$ cat src/rtl/mul_wb_unit_if.sv
// Operand, control and register-bank write-port bundle for mul_wb_unit.
// master drives requests and ALU writebacks; slave is the unit itself.
interface mul_wb_unit_if #(
   parameter int DATA_W = 32,
   parameter int ADDR_W = 5
);
   logic              start;
   logic              signed_op;
   logic              hi_sel;
   logic [DATA_W-1:0] opA;
   logic [DATA_W-1:0] opB;
   logic [ADDR_W-1:0] dst;
   logic              alu_we;
   logic [ADDR_W-1:0] alu_wrA;
   logic [DATA_W-1:0] alu_wrD;
   logic              busy;
   logic              done;
   logic              RgW;
   logic [ADDR_W-1:0] wrA;
   logic [DATA_W-1:0] wrD;

   modport master (
      output start, signed_op, hi_sel, opA, opB, dst, alu_we, alu_wrA, alu_wrD,
      input  busy, done, RgW, wrA, wrD
   );

   modport slave (
      input  start, signed_op, hi_sel, opA, opB, dst, alu_we, alu_wrA, alu_wrD,
      output busy, done, RgW, wrA, wrD
   );
endinterface

$ cat src/rtl/mul_wb_unit.sv
// Sign-magnitude shift-add multiplier, one multiplier bit per cycle, feeding the
// register bank write port behind single-cycle ALU writebacks.
module mul_wb_unit #(
   parameter int DATA_W = 32,
   parameter int ADDR_W = 5
) (
   input  logic          clock,
   input  logic          rst,
   mul_wb_unit_if.slave  bus
);
   localparam int CW = (DATA_W > 1) ? $clog2(DATA_W) : 1;

   typedef enum logic [1:0] {IDLE, RUN, WB} state_t;

   state_t              state;
   logic                busy_r;
   logic                sign_r;
   logic                hi_r;
   logic [ADDR_W-1:0]   dst_r;
   logic [2*DATA_W-1:0] mcand;
   logic [2*DATA_W-1:0] acc;
   logic [DATA_W-1:0]   mplr;
   logic [CW-1:0]       count;

   logic                a_neg, b_neg, last;
   logic [DATA_W-1:0]   mag_a_in, mag_b_in;
   logic [2*DATA_W-1:0] acc_step;

   // Most-negative input negates to itself, which is the right unsigned magnitude.
   assign a_neg    = bus.signed_op & bus.opA[DATA_W-1];
   assign b_neg    = bus.signed_op & bus.opB[DATA_W-1];
   assign mag_a_in = a_neg ? -bus.opA : bus.opA;
   assign mag_b_in = b_neg ? -bus.opB : bus.opB;
   assign acc_step = mplr[0] ? acc + mcand : acc;
   assign last     = (count == CW'(DATA_W - 1));

   always_ff @(posedge clock) begin
      if (rst) begin
         state  <= IDLE;
         busy_r <= 1'b0;
         sign_r <= 1'b0;
         hi_r   <= 1'b0;
         dst_r  <= '0;
         mcand  <= '0;
         acc    <= '0;
         mplr   <= '0;
         count  <= '0;
      end else begin
         case (state)
            IDLE: if (bus.start) begin
               sign_r <= a_neg ^ b_neg;
               hi_r   <= bus.hi_sel;
               dst_r  <= bus.dst;
               mcand  <= {{DATA_W{1'b0}}, mag_a_in};
               mplr   <= mag_b_in;
               acc    <= '0;
               count  <= '0;
               busy_r <= 1'b1;
               state  <= RUN;
            end
            RUN: begin
               // The shifting multiplicand stands in for magA<<count.
               acc   <= (last && sign_r) ? -acc_step : acc_step;
               mcand <= mcand << 1;
               mplr  <= mplr >> 1;
               count <= count + CW'(1);
               if (last) state <= WB;
            end
            WB: if (!bus.alu_we) begin
               busy_r <= 1'b0;
               state  <= IDLE;
            end
            default: state <= IDLE;
         endcase
      end
   end

   logic              rgw_c, done_c;
   logic [ADDR_W-1:0] wra_c;
   logic [DATA_W-1:0] wrd_c;

   // rst gates the pending multiply write in the very cycle reset is asserted.
   always_comb begin
      rgw_c  = 1'b0;
      done_c = 1'b0;
      wra_c  = '0;
      wrd_c  = '0;
      if (bus.alu_we) begin
         rgw_c = 1'b1;
         wra_c = bus.alu_wrA;
         wrd_c = bus.alu_wrD;
      end else if (state == WB && !rst) begin
         rgw_c  = 1'b1;
         done_c = 1'b1;
         wra_c  = dst_r;
         wrd_c  = hi_r ? acc[2*DATA_W-1:DATA_W] : acc[DATA_W-1:0];
      end
   end

   assign bus.RgW  = rgw_c;
   assign bus.done = done_c;
   assign bus.wrA  = wra_c;
   assign bus.wrD  = wrd_c;
   assign bus.busy = busy_r;
endmodule

$ cat src/flat_wrapper.sv
// flat-port wrapper written by rule: the top's interface ports become plain ports
module mul_wb_unit_flat 
#(
   parameter int DATA_W = 32,
   parameter int ADDR_W = 5
)
  (clock, rst, bus_start, bus_signed_op, bus_hi_sel, bus_opA, bus_opB, bus_dst, bus_alu_we, bus_alu_wrA, bus_alu_wrD, bus_busy, bus_done, bus_RgW, bus_wrA, bus_wrD);
  mul_wb_unit_if #(.DATA_W(DATA_W), .ADDR_W(ADDR_W)) bus_i ();
  input  logic clock;
  input  logic rst;
  input wire logic [$bits(bus_i.start)-1:0] bus_start;
  input wire logic [$bits(bus_i.signed_op)-1:0] bus_signed_op;
  input wire logic [$bits(bus_i.hi_sel)-1:0] bus_hi_sel;
  input wire logic [$bits(bus_i.opA)-1:0] bus_opA;
  input wire logic [$bits(bus_i.opB)-1:0] bus_opB;
  input wire logic [$bits(bus_i.dst)-1:0] bus_dst;
  input wire logic [$bits(bus_i.alu_we)-1:0] bus_alu_we;
  input wire logic [$bits(bus_i.alu_wrA)-1:0] bus_alu_wrA;
  input wire logic [$bits(bus_i.alu_wrD)-1:0] bus_alu_wrD;
  output wire logic [$bits(bus_i.busy)-1:0] bus_busy;
  output wire logic [$bits(bus_i.done)-1:0] bus_done;
  output wire logic [$bits(bus_i.RgW)-1:0] bus_RgW;
  output wire logic [$bits(bus_i.wrA)-1:0] bus_wrA;
  output wire logic [$bits(bus_i.wrD)-1:0] bus_wrD;
  assign bus_i.start = bus_start;
  assign bus_i.signed_op = bus_signed_op;
  assign bus_i.hi_sel = bus_hi_sel;
  assign bus_i.opA = bus_opA;
  assign bus_i.opB = bus_opB;
  assign bus_i.dst = bus_dst;
  assign bus_i.alu_we = bus_alu_we;
  assign bus_i.alu_wrA = bus_alu_wrA;
  assign bus_i.alu_wrD = bus_alu_wrD;
  assign bus_busy = bus_i.busy;
  assign bus_done = bus_i.done;
  assign bus_RgW = bus_i.RgW;
  assign bus_wrA = bus_i.wrA;
  assign bus_wrD = bus_i.wrD;
  mul_wb_unit #(.DATA_W(DATA_W), .ADDR_W(ADDR_W)) u_core (.clock(clock), .rst(rst), .bus(bus_i));
endmodule
$ cat config.mk
export PLATFORM = sky130hd
export DESIGN_NAME = mul_wb_unit_flat
export DESIGN_NICKNAME = d
export VERILOG_FILES = /design/src/rtl/mul_wb_unit_if.sv /design/src/rtl/mul_wb_unit.sv /design/src/flat_wrapper.sv
export SDC_FILE = /design/constraint.sdc
export NUM_CORES = 1
export LEC_CHECK = 0
export BUFFER_PORTS_ARGS = -buffer_cell sky130_fd_sc_hd__buf_2
export CORE_MARGIN = 2
export CORE_UTILIZATION = 30
export CTS_CLUSTER_DIAMETER = 60
export DETAILED_ROUTE_END_ITERATION = 8
export PLACE_DENSITY = 0.45
export SYNTH_ARGS = -nofsm -noshare
export SYNTH_HDL_FRONTEND = slang
export SYNTH_SLANG_ARGS = --single-unit
$ cat constraint.sdc
create_clock -name clock -period 7.26 [get_ports clock]
set_input_delay 0.363 -clock clock [delete_from_list [all_inputs] [get_ports clock]]
set_output_delay 0.363 -clock clock [all_outputs]
set_load 0.03 [all_outputs]
==> results.yml <==
critical_path:
  r2r_start: "u_core.acc[0]"
  critPathKind: "reg2reg"
  cp.arrival_ps: 5380
  path_max_fanout: 5
  path_cells: "ha_1 > inv_1 > fa_1 > nand2b_1 > a21oi_1 > o21ai_1 > a2111oi_4 > o31ai_1 > a221o_1 > nor2_1 > nand3_1 > nor4_1 > nor2b_1 > a31o_2 > xor2_1 > a221o_1"
  timing.critical_path.slowest_stage_cell: "a2111oi_4"
  end_kind: "flop"
  r2r-end: "u_core.acc[50]"
  cpMostUsedCell: "a221o_1"
  cpPeakStageDelay_ps: 590
  r2r_slack_ps: 2270
  reg2regPathDepth: 16
  start_kind: "flop"
  crit_required_ps: 7650
synthesis:
  synth_edf_count: 0
  syn_area_um2: 15680
  seq_area_frac_synth_pct: 22.34
  netlist_instances: 2194
  synth_nets: 2375
  synth_seq_cells: 175
  yosys_warnings: 0
  async_flop_share_pct: 0
  synth_ff_type: "dfxtp_1"
  ys_types: 96
  postSynthAreaPerCell_um2: 7.146
route:
  drc: 0
  wl_met2_um: 28130
  topRoutingLayerUsed: "met5"
  vias_per_cell: 5.707
  wl_met3_um: 3595
  routed_wl_um: 64490
  drt-pass1-iter-count: 7
  drt_iter0_drc: 1200
  ant_nets: 0
  vias: 16750
  wl_per_cell_um: 21.97
  wl_met1_um: 30030
power:
  swShare_pct: 36.38
  intPower_mw: 1.661
  p_sw_mw: 0.9496
  seq_power_share_pct: 39.9
  pwr-share-clk_pct: 38.1
  cellPowerDensity_nw_per_um2: 149.1
  leakage_nw: 6.532
  comb_power_share_pct: 21.9
  ir_drop_mv: 0.1472
floorplanning:
  ios: 152
  fp-row-count: 83
  coreArea_um2: 51510
  start_util_pct: 30.44
  die_w_um: 232.6
  dieArea_um2: 54110
  die_h_um: 232.6
final_layout:
  drive_gt1_share_pct: 11.72
  instances_no_fill: 2935
  areaGrowthSynthToFinish_pct: 11.63
  final_common_cell: "nand2_1"
  nets: 2420
  fin_util_pct: 33.98
  layout_common_cells: "nand2_1, a21oi_1, nor2_1"
  final_area_um2: 17500
timing:
  holdWs_ps: 87.63
  setup_violations: 0
  hold_viol: 0
  max_freq_ghz: 0.2002
  period_needed_ps: 4994
  setup_tns_ps: 0
  rsz0062_at_grt: "no"
  finClkSkew_ps: 14.22
  drv_slew: 0
  tightestPinTransition_ps: 1178
  fin_crit_sh_pct: 68.79
  slew_headroom_pct: 21.45
job:
  max_cap_violations: 0
cts:
  ctsHoldBuffers: 0
  cts-buffers-inserted: 17
  cts_sinks: 175
  cts_tree: "yes"
  clockBufferDepth: 2
  post-cts-setup-buffers: 0
  clkTransAtPathRegs_ps: 90
  clock_latency_ps: 500
  cts-resized-gates: 0
  cts-root-buf: "clkbuf_16"
  cts.htree.levels: 4
global_routing:
  grt_max_degree: 81
  grt_pass1_wl_um: 97290
  antenna_found_initial: 1
  gr-usage-all-layers_pct: 23.70
  grt_pass1_vias: 15560
  grt_overflow: 0
outcome:
  status: "complete, no violations"
placed_design:
  place_inst: 2900
  dp_hpwl_um: 50300
  port_buffers: 151
  gp_congestion: 0.9752
  place_area_um2: 16870
min_path:
  worstHoldPathType: "in2reg"
  min_from: "bus_hi_sel"
  hold_path_end: "u_core.hi_r"
  hold_depth: 3
## worst max-delay path by stage
| stage | startpoint | to | slack [ps] | cells after the start |
|---|---|---|---|---|
| floorplan | u_core.mplr[0] | u_core.acc[58] | 2170 | 22 |
| global placement | u_core.acc[0] | u_core.acc[50] | 2320 | 16 |
| finish | u_core.acc[0] | u_core.acc[50] | 2270 | 16 |
| detailed placement | u_core.acc[0] | u_core.acc[50] | 2380 | 16 |
| CTS | u_core.acc[0] | u_core.acc[50] | 2330 | 16 |
| global route | u_core.acc[0] | u_core.acc[50] | 1960 | 16 |
## layer usage
| layer | vias up | GRT usage, % |
|---|---|---|
| li1 | 8128 | - |
| met1 | 7993 | 32.84 |
| met2 | 538 | 36.46 |
| met3 | 88 | 3.480 |
| met4 | 2 | 10.05 |
| met5 | - | 0 |
## cell type report
cell class,count,area (µm²)
fillers,5663,34010
multi-input cells,1850,11530
flip-flops and latches,175,3508
repair buffers,166,870.8
well taps,680,850.8
clock buffers,17,425.4
clock inverters,15,197.7
inverters,29,108.9
diodes,3,7.507
## power groups by stage
stage	clock network [mW]	registers, mW	logic [mW]
finish	0.995	1.04	0.573
global route	1.06	1.05	0.631
CTS	1.03	1.04	0.573
detailed placement	0	1.06	0.571
global placement	0	1.06	0.569
floorplan	0	1.04	0.403
## state kept, by name, summed over array words and instances, names as in the netlist
name,count
u_core.acc,64
u_core.mcand,64
u_core.mplr,32
u_core.count,5
u_core.dst_r,5
u_core.state,2
u_core.bus.busy,1
u_core.hi_r,1
u_core.sign_r,1
## cells in the mapped netlist (7+ instances only)
cell / instances / area share, %
a22oi_1: 90 / 4.3
mux2_2: 9 / 0.65
ha_1: 68 / 5.4
xor2_1: 65 / 3.6
a211o_1: 8 / 0.45
nand2b_1: 20 / 0.80
clkbuf_1: 102 / 2.4
o211ai_1: 12 / 0.57
a21o_1: 26 / 1.2
o41ai_1: 8 / 0.45
nand2_1: 312 / 7.5
o21ai_1: 12 / 0.38
nand4_1: 31 / 1.2
nor4_1: 22 / 0.88
and2_1: 15 / 0.60
dfxtp_1: 175 / 22
mux2i_1: 49 / 3.1
a21oi_1: 273 / 8.7
and3_1: 24 / 0.96
nor2b_1: 18 / 0.72
buf_2: 16 / 0.51
o21ai_0: 147 / 4.7
nand3_1: 67 / 2.1
xnor2_1: 84 / 4.7
nor3_1: 58 / 1.9
inv_1: 28 / 0.67
o21a_1: 24 / 1.1
or3_1: 17 / 0.68
a31oi_1: 18 / 0.72
o31ai_1: 15 / 0.72
nor2_1: 197 / 4.7
a22o_1: 7 / 0.39
and4_1: 9 / 0.50
buf_1: 18 / 0.43
a31o_2: 7 / 0.39
a211oi_1: 11 / 0.53
## critical path: cells and delay by family (launching register included)
family	cells	cell delay (ps)
and+or+nand+nor	5	1270
AOI/OAI and AO/OA	7	2470
DFF	1	400
adders and majority gates	2	610
buffers and inverters	1	60
xor gates and xnor gates	1	70
## logic make-up (layout without fill, tap and decap cells)
family,after synthesis,count (layout),synth area share [%]
other cells,0,3,0
buf+inv,169,227,4.301
mux,59,59,3.862
flops,175,175,22.34
compound gates,744,744,30.76
fa+ha+maj,69,69,5.554
xor+xnor,150,150,8.427
simple gates,828,828,24.75
## metrics by stage
stage / worst slack (ps) / total power [mW]
floorplan: 2166 / 1.440
CTS: 2326 / 2.641
global placement: 2318 / 1.633
finish: 2266 / 2.610
global route: 1957 / 2.737
detailed placement: 2384 / 1.635
Power figures use the tool's default switching activity.
